File: src/rtl/multicycle_sequencer_pkg.sv
// ---------------------------------------------------------------------------
// multicycle_sequencer_pkg : RV32I opcodes, FSM states, trap and WB codes
// Rev 1.0
// ---------------------------------------------------------------------------
`default_nettype none

package multicycle_sequencer_pkg;

  localparam logic [6:0] OPC_R       = 7'b0110011;
  localparam logic [6:0] OPC_I_ARITH = 7'b0010011;
  localparam logic [6:0] OPC_I_LOAD  = 7'b0000011;
  localparam logic [6:0] OPC_S       = 7'b0100011;
  localparam logic [6:0] OPC_B       = 7'b1100011;
  localparam logic [6:0] OPC_U_LUI   = 7'b0110111;
  localparam logic [6:0] OPC_U_AUIPC = 7'b0010111;
  localparam logic [6:0] OPC_J       = 7'b1101111;
  localparam logic [6:0] OPC_I_JUMP  = 7'b1100111;
  localparam logic [6:0] OPC_I_FENCE = 7'b0001111;
  localparam logic [6:0] OPC_I_SYS   = 7'b1110011;

  // Bit positions inside the one-hot class vector
  localparam int NUM_CLASSES = 11;
  localparam int CLS_R       = 0;
  localparam int CLS_I_ARITH = 1;
  localparam int CLS_I_LOAD  = 2;
  localparam int CLS_S       = 3;
  localparam int CLS_B       = 4;
  localparam int CLS_U_LUI   = 5;
  localparam int CLS_U_AUIPC = 6;
  localparam int CLS_J       = 7;
  localparam int CLS_I_JUMP  = 8;
  localparam int CLS_I_FENCE = 9;
  localparam int CLS_I_SYS   = 10;

  typedef logic [NUM_CLASSES-1:0] opc_class_t;

  localparam logic [2:0] ST_IDLE   = 3'd0;
  localparam logic [2:0] ST_FETCH  = 3'd1;
  localparam logic [2:0] ST_DECODE = 3'd2;
  localparam logic [2:0] ST_EXEC   = 3'd3;
  localparam logic [2:0] ST_MEM    = 3'd4;
  localparam logic [2:0] ST_WB     = 3'd5;
  localparam logic [2:0] ST_HALT   = 3'd6;
  localparam logic [2:0] ST_TRAP   = 3'd7;

  localparam logic [1:0] CAUSE_NONE          = 2'd0;
  localparam logic [1:0] CAUSE_FETCH_TIMEOUT = 2'd1;
  localparam logic [1:0] CAUSE_ILLEGAL       = 2'd2;
  localparam logic [1:0] CAUSE_DATA_TIMEOUT  = 2'd3;

  localparam logic [1:0] WB_SEL_ALU = 2'd0;
  localparam logic [1:0] WB_SEL_MEM = 2'd1;
  localparam logic [1:0] WB_SEL_PC4 = 2'd2;

endpackage

`default_nettype wire

File: src/rtl/multicycle_sequencer_if.sv
// ---------------------------------------------------------------------------
// multicycle_sequencer_if : sequencer control/status bundle (slave = FSM side)
// Rev 1.0
// ---------------------------------------------------------------------------
`default_nettype none

interface multicycle_sequencer_if #(
  parameter int INSTRET_W = 32
);

  logic [6:0]           i_opcode;
  logic                 i_mem_ready;
  logic                 i_branch_taken;
  logic                 i_stall;
  logic [2:0]           o_state;
  logic                 o_mem_req;
  logic                 o_mem_we;
  logic                 o_ir_we;
  logic                 o_pc_we;
  logic                 o_pc_sel;
  logic                 o_rf_we;
  logic [1:0]           o_wb_sel;
  logic                 o_instret;
  logic [INSTRET_W-1:0] o_instret_cnt;
  logic                 o_halt;
  logic                 o_trap;
  logic [1:0]           o_trap_cause;

  modport slave (
    input  i_opcode, i_mem_ready, i_branch_taken, i_stall,
    output o_state, o_mem_req, o_mem_we, o_ir_we, o_pc_we, o_pc_sel, o_rf_we,
           o_wb_sel, o_instret, o_instret_cnt, o_halt, o_trap, o_trap_cause
  );

  modport master (
    output i_opcode, i_mem_ready, i_branch_taken, i_stall,
    input  o_state, o_mem_req, o_mem_we, o_ir_we, o_pc_we, o_pc_sel, o_rf_we,
           o_wb_sel, o_instret, o_instret_cnt, o_halt, o_trap, o_trap_cause
  );

endinterface

`default_nettype wire

File: src/rtl/multicycle_sequencer_opcode_class.sv
// ---------------------------------------------------------------------------
// multicycle_sequencer_opcode_class : opcode -> one-hot class + illegal flag
// Rev 1.0
// ---------------------------------------------------------------------------
`default_nettype none

module multicycle_sequencer_opcode_class
  import multicycle_sequencer_pkg::*;
(
  input  logic [6:0] opcode_i,
  output opc_class_t class_o,
  output logic       illegal_o
);

  always_comb begin
    class_o = '0;
    case (opcode_i)
      OPC_R:       class_o[CLS_R]       = 1'b1;
      OPC_I_ARITH: class_o[CLS_I_ARITH] = 1'b1;
      OPC_I_LOAD:  class_o[CLS_I_LOAD]  = 1'b1;
      OPC_S:       class_o[CLS_S]       = 1'b1;
      OPC_B:       class_o[CLS_B]       = 1'b1;
      OPC_U_LUI:   class_o[CLS_U_LUI]   = 1'b1;
      OPC_U_AUIPC: class_o[CLS_U_AUIPC] = 1'b1;
      OPC_J:       class_o[CLS_J]       = 1'b1;
      OPC_I_JUMP:  class_o[CLS_I_JUMP]  = 1'b1;
      OPC_I_FENCE: class_o[CLS_I_FENCE] = 1'b1;
      OPC_I_SYS:   class_o[CLS_I_SYS]   = 1'b1;
      default:     class_o = '0;
    endcase
  end

  assign illegal_o = ~|class_o;

endmodule

`default_nettype wire

File: src/rtl/multicycle_sequencer.sv
// ---------------------------------------------------------------------------
// multicycle_sequencer : fetch/decode/exec/mem/wb control FSM with traps
// Rev 1.0
// ---------------------------------------------------------------------------
`default_nettype none

module multicycle_sequencer
  import multicycle_sequencer_pkg::*;
#(
  parameter int TIMEOUT_W = 8,
  parameter int INSTRET_W = 32
) (
  input  logic                  i_clk,
  input  logic                  i_rst_n,
  multicycle_sequencer_if.slave bus
);

  localparam logic [TIMEOUT_W-1:0] WAIT_MAX = '1;

  logic [2:0]           state_q, state_d;
  logic [TIMEOUT_W-1:0] wait_q, wait_d;
  logic [1:0]           cause_q, cause_d;
  logic [INSTRET_W-1:0] instret_cnt_q;

  opc_class_t           w_class;
  logic                 w_illegal;
  logic [TIMEOUT_W-1:0] w_wait_inc;
  logic                 w_timeout;
  logic                 w_is_mem, w_is_pc_only, w_is_wb, w_is_jump;

  logic                 w_mem_req, w_mem_we, w_ir_we, w_pc_we, w_pc_sel, w_rf_we;
  logic [1:0]           w_wb_sel;
  logic                 w_retire;

  multicycle_sequencer_opcode_class u_opcode_class (
    .opcode_i  (bus.i_opcode),
    .class_o   (w_class),
    .illegal_o (w_illegal)
  );

  assign w_is_mem     = w_class[CLS_I_LOAD] | w_class[CLS_S];
  assign w_is_pc_only = w_class[CLS_B] | w_class[CLS_I_FENCE];
  assign w_is_jump    = w_class[CLS_J] | w_class[CLS_I_JUMP];
  assign w_is_wb      = w_class[CLS_R] | w_class[CLS_I_ARITH] | w_class[CLS_U_LUI]
                      | w_class[CLS_U_AUIPC] | w_is_jump;

  // Timeout fires on the cycle whose increment would reach the all-ones value
  assign w_wait_inc = wait_q + TIMEOUT_W'(1);
  assign w_timeout  = (w_wait_inc == WAIT_MAX);

  always_ff @(posedge i_clk) begin
    if (!i_rst_n) begin
      state_q       <= ST_IDLE;
      wait_q        <= '0;
      cause_q       <= CAUSE_NONE;
      instret_cnt_q <= '0;
    end else begin
      state_q <= state_d;
      wait_q  <= wait_d;
      cause_q <= cause_d;
      if (w_retire) begin
        instret_cnt_q <= instret_cnt_q + INSTRET_W'(1);
      end
    end
  end

  always_comb begin
    state_d = state_q;
    cause_d = cause_q;
    case (state_q)
      ST_IDLE: state_d = ST_FETCH;
      ST_FETCH: begin
        if (bus.i_mem_ready) begin
          state_d = ST_DECODE;
        end else if (w_timeout) begin
          state_d = ST_TRAP;
          cause_d = CAUSE_FETCH_TIMEOUT;
        end
      end
      ST_DECODE: begin
        if (!bus.i_stall) begin
          if (w_illegal) begin
            state_d = ST_TRAP;
            cause_d = CAUSE_ILLEGAL;
          end else begin
            state_d = ST_EXEC;
          end
        end
      end
      ST_EXEC: begin
        if (!bus.i_stall) begin
          if (w_is_mem) begin
            state_d = ST_MEM;
          end else if (w_is_pc_only) begin
            state_d = ST_FETCH;
          end else if (w_class[CLS_I_SYS]) begin
            state_d = ST_HALT;
          end else if (w_is_wb) begin
            state_d = ST_WB;
          end else begin
            // Opcode changed after DECODE; treat as illegal rather than guess
            state_d = ST_TRAP;
            cause_d = CAUSE_ILLEGAL;
          end
        end
      end
      ST_MEM: begin
        if (bus.i_mem_ready) begin
          state_d = w_class[CLS_S] ? ST_FETCH : ST_WB;
        end else if (w_timeout) begin
          state_d = ST_TRAP;
          cause_d = CAUSE_DATA_TIMEOUT;
        end
      end
      ST_WB: begin
        if (!bus.i_stall) begin
          state_d = ST_FETCH;
        end
      end
      default: state_d = state_q;
    endcase
  end

  always_comb begin
    wait_d = wait_q;
    if (state_d != state_q) begin
      wait_d = '0;
    end else if ((state_q == ST_FETCH || state_q == ST_MEM) && wait_q != WAIT_MAX) begin
      wait_d = w_wait_inc;
    end
  end

  always_comb begin
    w_mem_req = 1'b0;
    w_mem_we  = 1'b0;
    w_ir_we   = 1'b0;
    w_pc_we   = 1'b0;
    w_pc_sel  = 1'b0;
    w_rf_we   = 1'b0;
    w_wb_sel  = WB_SEL_ALU;
    w_retire  = 1'b0;
    case (state_q)
      ST_FETCH: begin
        w_mem_req = 1'b1;
        w_ir_we   = bus.i_mem_ready;
      end
      ST_EXEC: begin
        w_pc_sel = w_class[CLS_B] & bus.i_branch_taken;
        if (!bus.i_stall && w_is_pc_only) begin
          w_pc_we  = 1'b1;
          w_retire = 1'b1;
        end
      end
      ST_MEM: begin
        w_mem_req = 1'b1;
        w_mem_we  = w_class[CLS_S];
        if (bus.i_mem_ready && w_class[CLS_S]) begin
          w_pc_we  = 1'b1;
          w_retire = 1'b1;
        end
      end
      ST_WB: begin
        w_wb_sel = w_class[CLS_I_LOAD] ? WB_SEL_MEM :
                   w_is_jump           ? WB_SEL_PC4 : WB_SEL_ALU;
        w_pc_sel = w_is_jump;
        if (!bus.i_stall) begin
          w_rf_we  = 1'b1;
          w_pc_we  = 1'b1;
          w_retire = 1'b1;
        end
      end
      default: w_mem_req = 1'b0;
    endcase
  end

  assign bus.o_state       = state_q;
  assign bus.o_mem_req     = w_mem_req;
  assign bus.o_mem_we      = w_mem_we;
  assign bus.o_ir_we       = w_ir_we;
  assign bus.o_pc_we       = w_pc_we;
  assign bus.o_pc_sel      = w_pc_sel;
  assign bus.o_rf_we       = w_rf_we;
  assign bus.o_wb_sel      = w_wb_sel;
  assign bus.o_instret     = w_retire;
  assign bus.o_instret_cnt = instret_cnt_q;
  assign bus.o_halt        = (state_q == ST_HALT);
  assign bus.o_trap        = (state_q == ST_TRAP);
  assign bus.o_trap_cause  = cause_q;

endmodule

`default_nettype wire

File: src/flat_wrapper.sv
// flat-port wrapper written by rule: the top's interface ports become plain ports
module multicycle_sequencer_flat import multicycle_sequencer_pkg::*;
#(
  parameter int TIMEOUT_W = 8,
  parameter int INSTRET_W = 32
)
  (i_clk, i_rst_n, bus_i_opcode, bus_i_mem_ready, bus_i_branch_taken, bus_i_stall, bus_o_state, bus_o_mem_req, bus_o_mem_we, bus_o_ir_we, bus_o_pc_we, bus_o_pc_sel, bus_o_rf_we, bus_o_wb_sel, bus_o_instret, bus_o_instret_cnt, bus_o_halt, bus_o_trap, bus_o_trap_cause);
  multicycle_sequencer_if #(.INSTRET_W(INSTRET_W)) bus_i ();
  input  logic i_clk;
  input  logic i_rst_n;
  input wire logic [$bits(bus_i.i_opcode)-1:0] bus_i_opcode;
  input wire logic [$bits(bus_i.i_mem_ready)-1:0] bus_i_mem_ready;
  input wire logic [$bits(bus_i.i_branch_taken)-1:0] bus_i_branch_taken;
  input wire logic [$bits(bus_i.i_stall)-1:0] bus_i_stall;
  output wire logic [$bits(bus_i.o_state)-1:0] bus_o_state;
  output wire logic [$bits(bus_i.o_mem_req)-1:0] bus_o_mem_req;
  output wire logic [$bits(bus_i.o_mem_we)-1:0] bus_o_mem_we;
  output wire logic [$bits(bus_i.o_ir_we)-1:0] bus_o_ir_we;
  output wire logic [$bits(bus_i.o_pc_we)-1:0] bus_o_pc_we;
  output wire logic [$bits(bus_i.o_pc_sel)-1:0] bus_o_pc_sel;
  output wire logic [$bits(bus_i.o_rf_we)-1:0] bus_o_rf_we;
  output wire logic [$bits(bus_i.o_wb_sel)-1:0] bus_o_wb_sel;
  output wire logic [$bits(bus_i.o_instret)-1:0] bus_o_instret;
  output wire logic [$bits(bus_i.o_instret_cnt)-1:0] bus_o_instret_cnt;
  output wire logic [$bits(bus_i.o_halt)-1:0] bus_o_halt;
  output wire logic [$bits(bus_i.o_trap)-1:0] bus_o_trap;
  output wire logic [$bits(bus_i.o_trap_cause)-1:0] bus_o_trap_cause;
  assign bus_i.i_opcode = bus_i_opcode;
  assign bus_i.i_mem_ready = bus_i_mem_ready;
  assign bus_i.i_branch_taken = bus_i_branch_taken;
  assign bus_i.i_stall = bus_i_stall;
  assign bus_o_state = bus_i.o_state;
  assign bus_o_mem_req = bus_i.o_mem_req;
  assign bus_o_mem_we = bus_i.o_mem_we;
  assign bus_o_ir_we = bus_i.o_ir_we;
  assign bus_o_pc_we = bus_i.o_pc_we;
  assign bus_o_pc_sel = bus_i.o_pc_sel;
  assign bus_o_rf_we = bus_i.o_rf_we;
  assign bus_o_wb_sel = bus_i.o_wb_sel;
  assign bus_o_instret = bus_i.o_instret;
  assign bus_o_instret_cnt = bus_i.o_instret_cnt;
  assign bus_o_halt = bus_i.o_halt;
  assign bus_o_trap = bus_i.o_trap;
  assign bus_o_trap_cause = bus_i.o_trap_cause;
  multicycle_sequencer #(.TIMEOUT_W(TIMEOUT_W), .INSTRET_W(INSTRET_W)) u_core (.i_clk(i_clk), .i_rst_n(i_rst_n), .bus(bus_i));
endmodule
File: config.mk
export PLATFORM = sky130hd
export DESIGN_NAME = multicycle_sequencer_flat
export DESIGN_NICKNAME = d
export VERILOG_FILES = /design/src/rtl/multicycle_sequencer_pkg.sv /design/src/rtl/multicycle_sequencer_if.sv /design/src/rtl/multicycle_sequencer_opcode_class.sv /design/src/rtl/multicycle_sequencer.sv /design/src/flat_wrapper.sv
export SDC_FILE = /design/constraint.sdc
export NUM_CORES = 1
export LEC_CHECK = 0
export ABC_AREA = 1
export CAP_MARGIN = 40
export CELL_PAD_IN_SITES_DETAIL_PLACEMENT = 0
export CELL_PAD_IN_SITES_GLOBAL_PLACEMENT = 1
export CORE_AREA = 4 4 97 99
export DETAILED_ROUTE_END_ITERATION = 10
export DIE_AREA = 0 0 101 103
export PLACE_DENSITY = 0.85
export SLEW_MARGIN = 20
export SYNTH_ARGS = -nofsm -noshare
export SYNTH_HDL_FRONTEND = slang
export SYNTH_HIERARCHICAL = 1
export SYNTH_SLANG_ARGS = --single-unit
File: constraint.sdc
create_clock -name i_clk -period 2.7 [get_ports i_clk]
set_input_delay 0.405 -clock i_clk [delete_from_list [all_inputs] [get_ports i_clk]]
set_output_delay 0.405 -clock i_clk [all_outputs]
set_load 0.005 [all_outputs]
==> impl_metrics.env <==
export IMPL_maxSlewViolCount=0
export IMPL_pwr_density_cell_nw_per_um2=398
export IMPL_hold_viol=0
export IMPL_io_pin_count=60
export IMPL_min_path_cells=2
export IMPL_grt_first_pass_wirelength_microns=13900
export IMPL_core_area_sq_um=8550
export IMPL_timing_critical_path_required_ns=2.30
export IMPL_total_area_of_multi_input_combinational_cells_sq_um=1820
export IMPL_port_buffers=59
export IMPL_largest_vdd_supply_drop_uv=213
export IMPL_fin_hold_ws_ns=0.471
export IMPL_power_share_combinational_pct=24.4
export IMPL_clk_path_buf_depth=2
export IMPL_clock_sinks=45
export IMPL_ant_nets=0
export IMPL_layout_area_overhead_vs_synth_pct=29.1
export IMPL_yosys_register_bits=45
export IMPL_globalplace_congestion=0.873
export IMPL_synthesis_area_per_instance_sq_um=6.40
export IMPL_totalPowerFinal_mw=1.54
export IMPL_post_synth_edffs=0
export IMPL_crit_path_start_kind="input pin"
export IMPL_die_height_microns=103
export IMPL_power_share_sequential_pct=47.7
export IMPL_synth_net_count=483
export IMPL_route_detailed_vias_per_inst=4.84
export IMPL_synth_area_leader="sky130_fd_sc_hd__dfxtp_1"
export IMPL_route_final_wire_length_microns=8130
export IMPL_yosysWarnings=6
export IMPL_post_route_drc_count=0
export IMPL_power_switching_share_pct=31.1
export IMPL_num_rows=34
export IMPL_post_synth_instance_area_sq_um=2990
export IMPL_unique_masters_post_synth=40
export IMPL_first_global_vias=3047
export IMPL_design_die_area_sq_um=10400
export IMPL_layout_filler_cells=932
export IMPL_grt_total_usage_pct=16.3
export IMPL_worst_ep_arrival_time_ns=2.18
export IMPL_clock_latency_ns=0.29
export IMPL_r2r_worst_path_depth=12
export IMPL_nets=552
export IMPL_post_synth_top_area_fraction_pct=30.1
export IMPL_post_route_worst_setup_slack_ns=0.112
export IMPL_cts_root_buf="sky130_fd_sc_hd__clkbuf_8"
export IMPL_status="completed"
export IMPL_power_static_leakage_nw=1.44
export IMPL_antenna_diode_count=0
export IMPL_detailed_place_hpwl_microns=6470
export IMPL_worst_slew_pin_slew_ns=0.782
export IMPL_grt_setup_unrepaired="false"
export IMPL_ys_top_cells_by_area="sky130_fd_sc_hd__dfxtp_1 (30%), sky130_fd_sc_hd__nand2_1 (13%), sky130_fd_sc_hd__nor2_1 (8.7%)"
export IMPL_grt_max_degree=22
export IMPL_tritoncts_clock_tree="yes"
export IMPL_globalRouteOverflowTotal=0
export IMPL_power_net_switching_mw=0.478
export IMPL_routed_via_count=3122
export IMPL_timing_final_crit_share_pct=95.9
export IMPL_layout_drive_gt1_share_pct=12.3
export IMPL_max_cap_viol_count=0
export IMPL_min_period_ns=2.59
export IMPL_most_frequent_cells_after_synthesis="sky130_fd_sc_hd__nand2_1 (106), sky130_fd_sc_hd__nor2_1 (69), sky130_fd_sc_hd__inv_1 (51)"
export IMPL_sequential_to_total_area_share_from_yosys_stat_pct=30.1
export IMPL_clkTransAtPathRegs_ns=0.08
export IMPL_ctsHtreeMaxLevel=2
export IMPL_timing_slew_headroom_pct=47.8
export IMPL_drt_pass1_iterations=4
export IMPL_cts_made_buffers=5
export IMPL_holdCritPathClass="reg -> reg"
export IMPL_routed_wire_length_per_instance_microns=12.6
export IMPL_cp_end_kind="output pin"
export IMPL_clockPowerShare_pct=27.9
export IMPL_first_iter_violations=143
export IMPL_setup_violations=0
export IMPL_timing_worst_setup_path_type="in -> out"
export IMPL_dieWidth_microns=101
export IMPL_antenna_found_initial=0
export IMPL_synth_most_common_cell="sky130_fd_sc_hd__nand2_1"
export IMPL_cellInternalPower_mw=1.06
export IMPL_synth_cells=468
export IMPL_area_occupied_by_registers_sq_um=901
export IMPL_synth_main_ff_cell="sky130_fd_sc_hd__dfxtp_1"
export IMPL_worstPathMaxFanout=3
export IMPL_clock_fmax_mhz=386
export IMPL_async_flop_share_pct=0
export IMPL_starting_density_of_the_core_pct=35.0
export IMPL_finalClockSkew_ns=0.00520
export IMPL_pre_cts_setup_slack_ns=-0.0305
## layout by cell type (no fill, tap or decap), types with 2 or more instances in the layout
| cell | count |
|---|---|
| sky130_fd_sc_hd__nor2_2 | 14 |
| sky130_fd_sc_hd__o21a_1 | 2 |
| sky130_fd_sc_hd__nor3_2 | 5 |
| sky130_fd_sc_hd__inv_1 | 51 |
| sky130_fd_sc_hd__xor2_1 | 9 |
| sky130_fd_sc_hd__dfxtp_1 | 45 |
| sky130_fd_sc_hd__nor3b_1 | 4 |
| sky130_fd_sc_hd__dlygate4sd2_1 | 2 |
| sky130_fd_sc_hd__nor3_1 | 13 |
| sky130_fd_sc_hd__o21ai_1 | 2 |
| sky130_fd_sc_hd__nand2_1 | 106 |
| sky130_fd_sc_hd__o21ai_0 | 19 |
| sky130_fd_sc_hd__nand2_2 | 5 |
| sky130_fd_sc_hd__clkbuf_8 | 6 |
| sky130_fd_sc_hd__nor4_1 | 4 |
| sky130_fd_sc_hd__inv_2 | 7 |
| sky130_fd_sc_hd__clkdlybuf4s50_1 | 57 |
| sky130_fd_sc_hd__xnor2_1 | 2 |
| sky130_fd_sc_hd__a21oi_1 | 36 |
| sky130_fd_sc_hd__nor2_4 | 3 |
| sky130_fd_sc_hd__ha_1 | 3 |
| sky130_fd_sc_hd__nand2_4 | 2 |
| sky130_fd_sc_hd__nand4_1 | 10 |
| sky130_fd_sc_hd__nand3_1 | 27 |
| sky130_fd_sc_hd__nor2_1 | 68 |
| sky130_fd_sc_hd__nand3_2 | 5 |
| sky130_fd_sc_hd__buf_4 | 12 |
| sky130_fd_sc_hd__o21bai_1 | 3 |
## state kept, by name (all words and copies together), names as in the netlist
register and flops:
u_core/bus.o_instret_cnt 32, u_core/bus.o_state 3, u_core/bus.o_trap_cause 2, u_core/wait_q 8
## final timing paths
kind | from | end | slack (ns)
worst max-delay path | bus_i_opcode[2] | bus_o_mem_we | 0.11
worst min-delay path | u_core/bus.o_trap_cause[0] | u_core/bus.o_trap_cause[0] | 0.47
worst max register to register | u_core/bus.o_state[0] | u_core/bus.o_instret_cnt[26] | 0.57
worst min register to register | u_core/bus.o_trap_cause[0] | u_core/bus.o_trap_cause[0] | 0.47
## metrics by stage
step                      utilization (%)  cell area (sq um)  cells  setup TNS [ns]
after global routing                 45.2               3870    645               0
after global placement               44.2               3780    638               0
final                                45.2               3870    645               0
after detailed placement             44.2               3780    638         -0.0776
after CTS                            45.2               3860    645               0
after floorplan                         -               2990    468               0
## layout make-up
| cell class | instances | area share, % |
|---|---|---|
| tap | 108 | 3.50 |
| clock buffer | 7 | 2.23 |
| timing repair buffer | 72 | 18.1 |
| inverter | 59 | 5.73 |
| sequential | 45 | 23.3 |
| multi-input combinational | 354 | 47.2 |
## worst max-delay path, stage by stage
cell and delay [ns]:
sky130_fd_sc_hd__clkdlybuf4s50_1 0.45, sky130_fd_sc_hd__nor2_2 0.15, sky130_fd_sc_hd__nand2_4 0.06, sky130_fd_sc_hd__nor2_2 0.13, sky130_fd_sc_hd__inv_2 0.06, sky130_fd_sc_hd__nor3_2 0.13
sky130_fd_sc_hd__buf_4 0.14, sky130_fd_sc_hd__inv_1 0.04, sky130_fd_sc_hd__nor2_1 0.10, sky130_fd_sc_hd__clkdlybuf4s50_1 0.51
## routing by layer
layer	routed length, microns	GRT usage [%]	vias up
met3	275	2.50	6
met1	3830	20.7	1415
li1	-	-	1651
met4	69	3.58	0
met5	0	0	-
met2	3960	29.1	50
## power by group through the flow
stage | sequential, mW | clock, mW | combinational [mW]
floorplan | 0.729 | 0 | 0.250
global placement | 0.748 | 0 | 0.372
detailed placement | 0.749 | 0 | 0.377
CTS | 0.733 | 0.445 | 0.377
global route | 0.739 | 0.466 | 0.422
finish | 0.733 | 0.428 | 0.376
## timing repair
item                                   4_1_cts  5_1_grt
endpoints found under the hold margin        0        0
setup buffers                                0        0
pin swaps                                    1        1
cloned                                       0        0
resized for setup                            2        1
hold buffers                                 0        0
setup endpoints to repair                    2        2
## logic make-up (layout without fill, tap and decap cells)
kind of cell	count (synthesis)	count (layout)	share of synthesized area [%]
and+or+nand+nor	272	272	43.9
xor gates and xnor gates	11	11	3.22
AOI/OAI and AO/OA	68	68	12.5
DFF	45	45	30.1
adders and majority gates	3	3	1.25
buffers and inverters	69	138	9.07
Note: power is estimated with default switching activity, not from simulation.
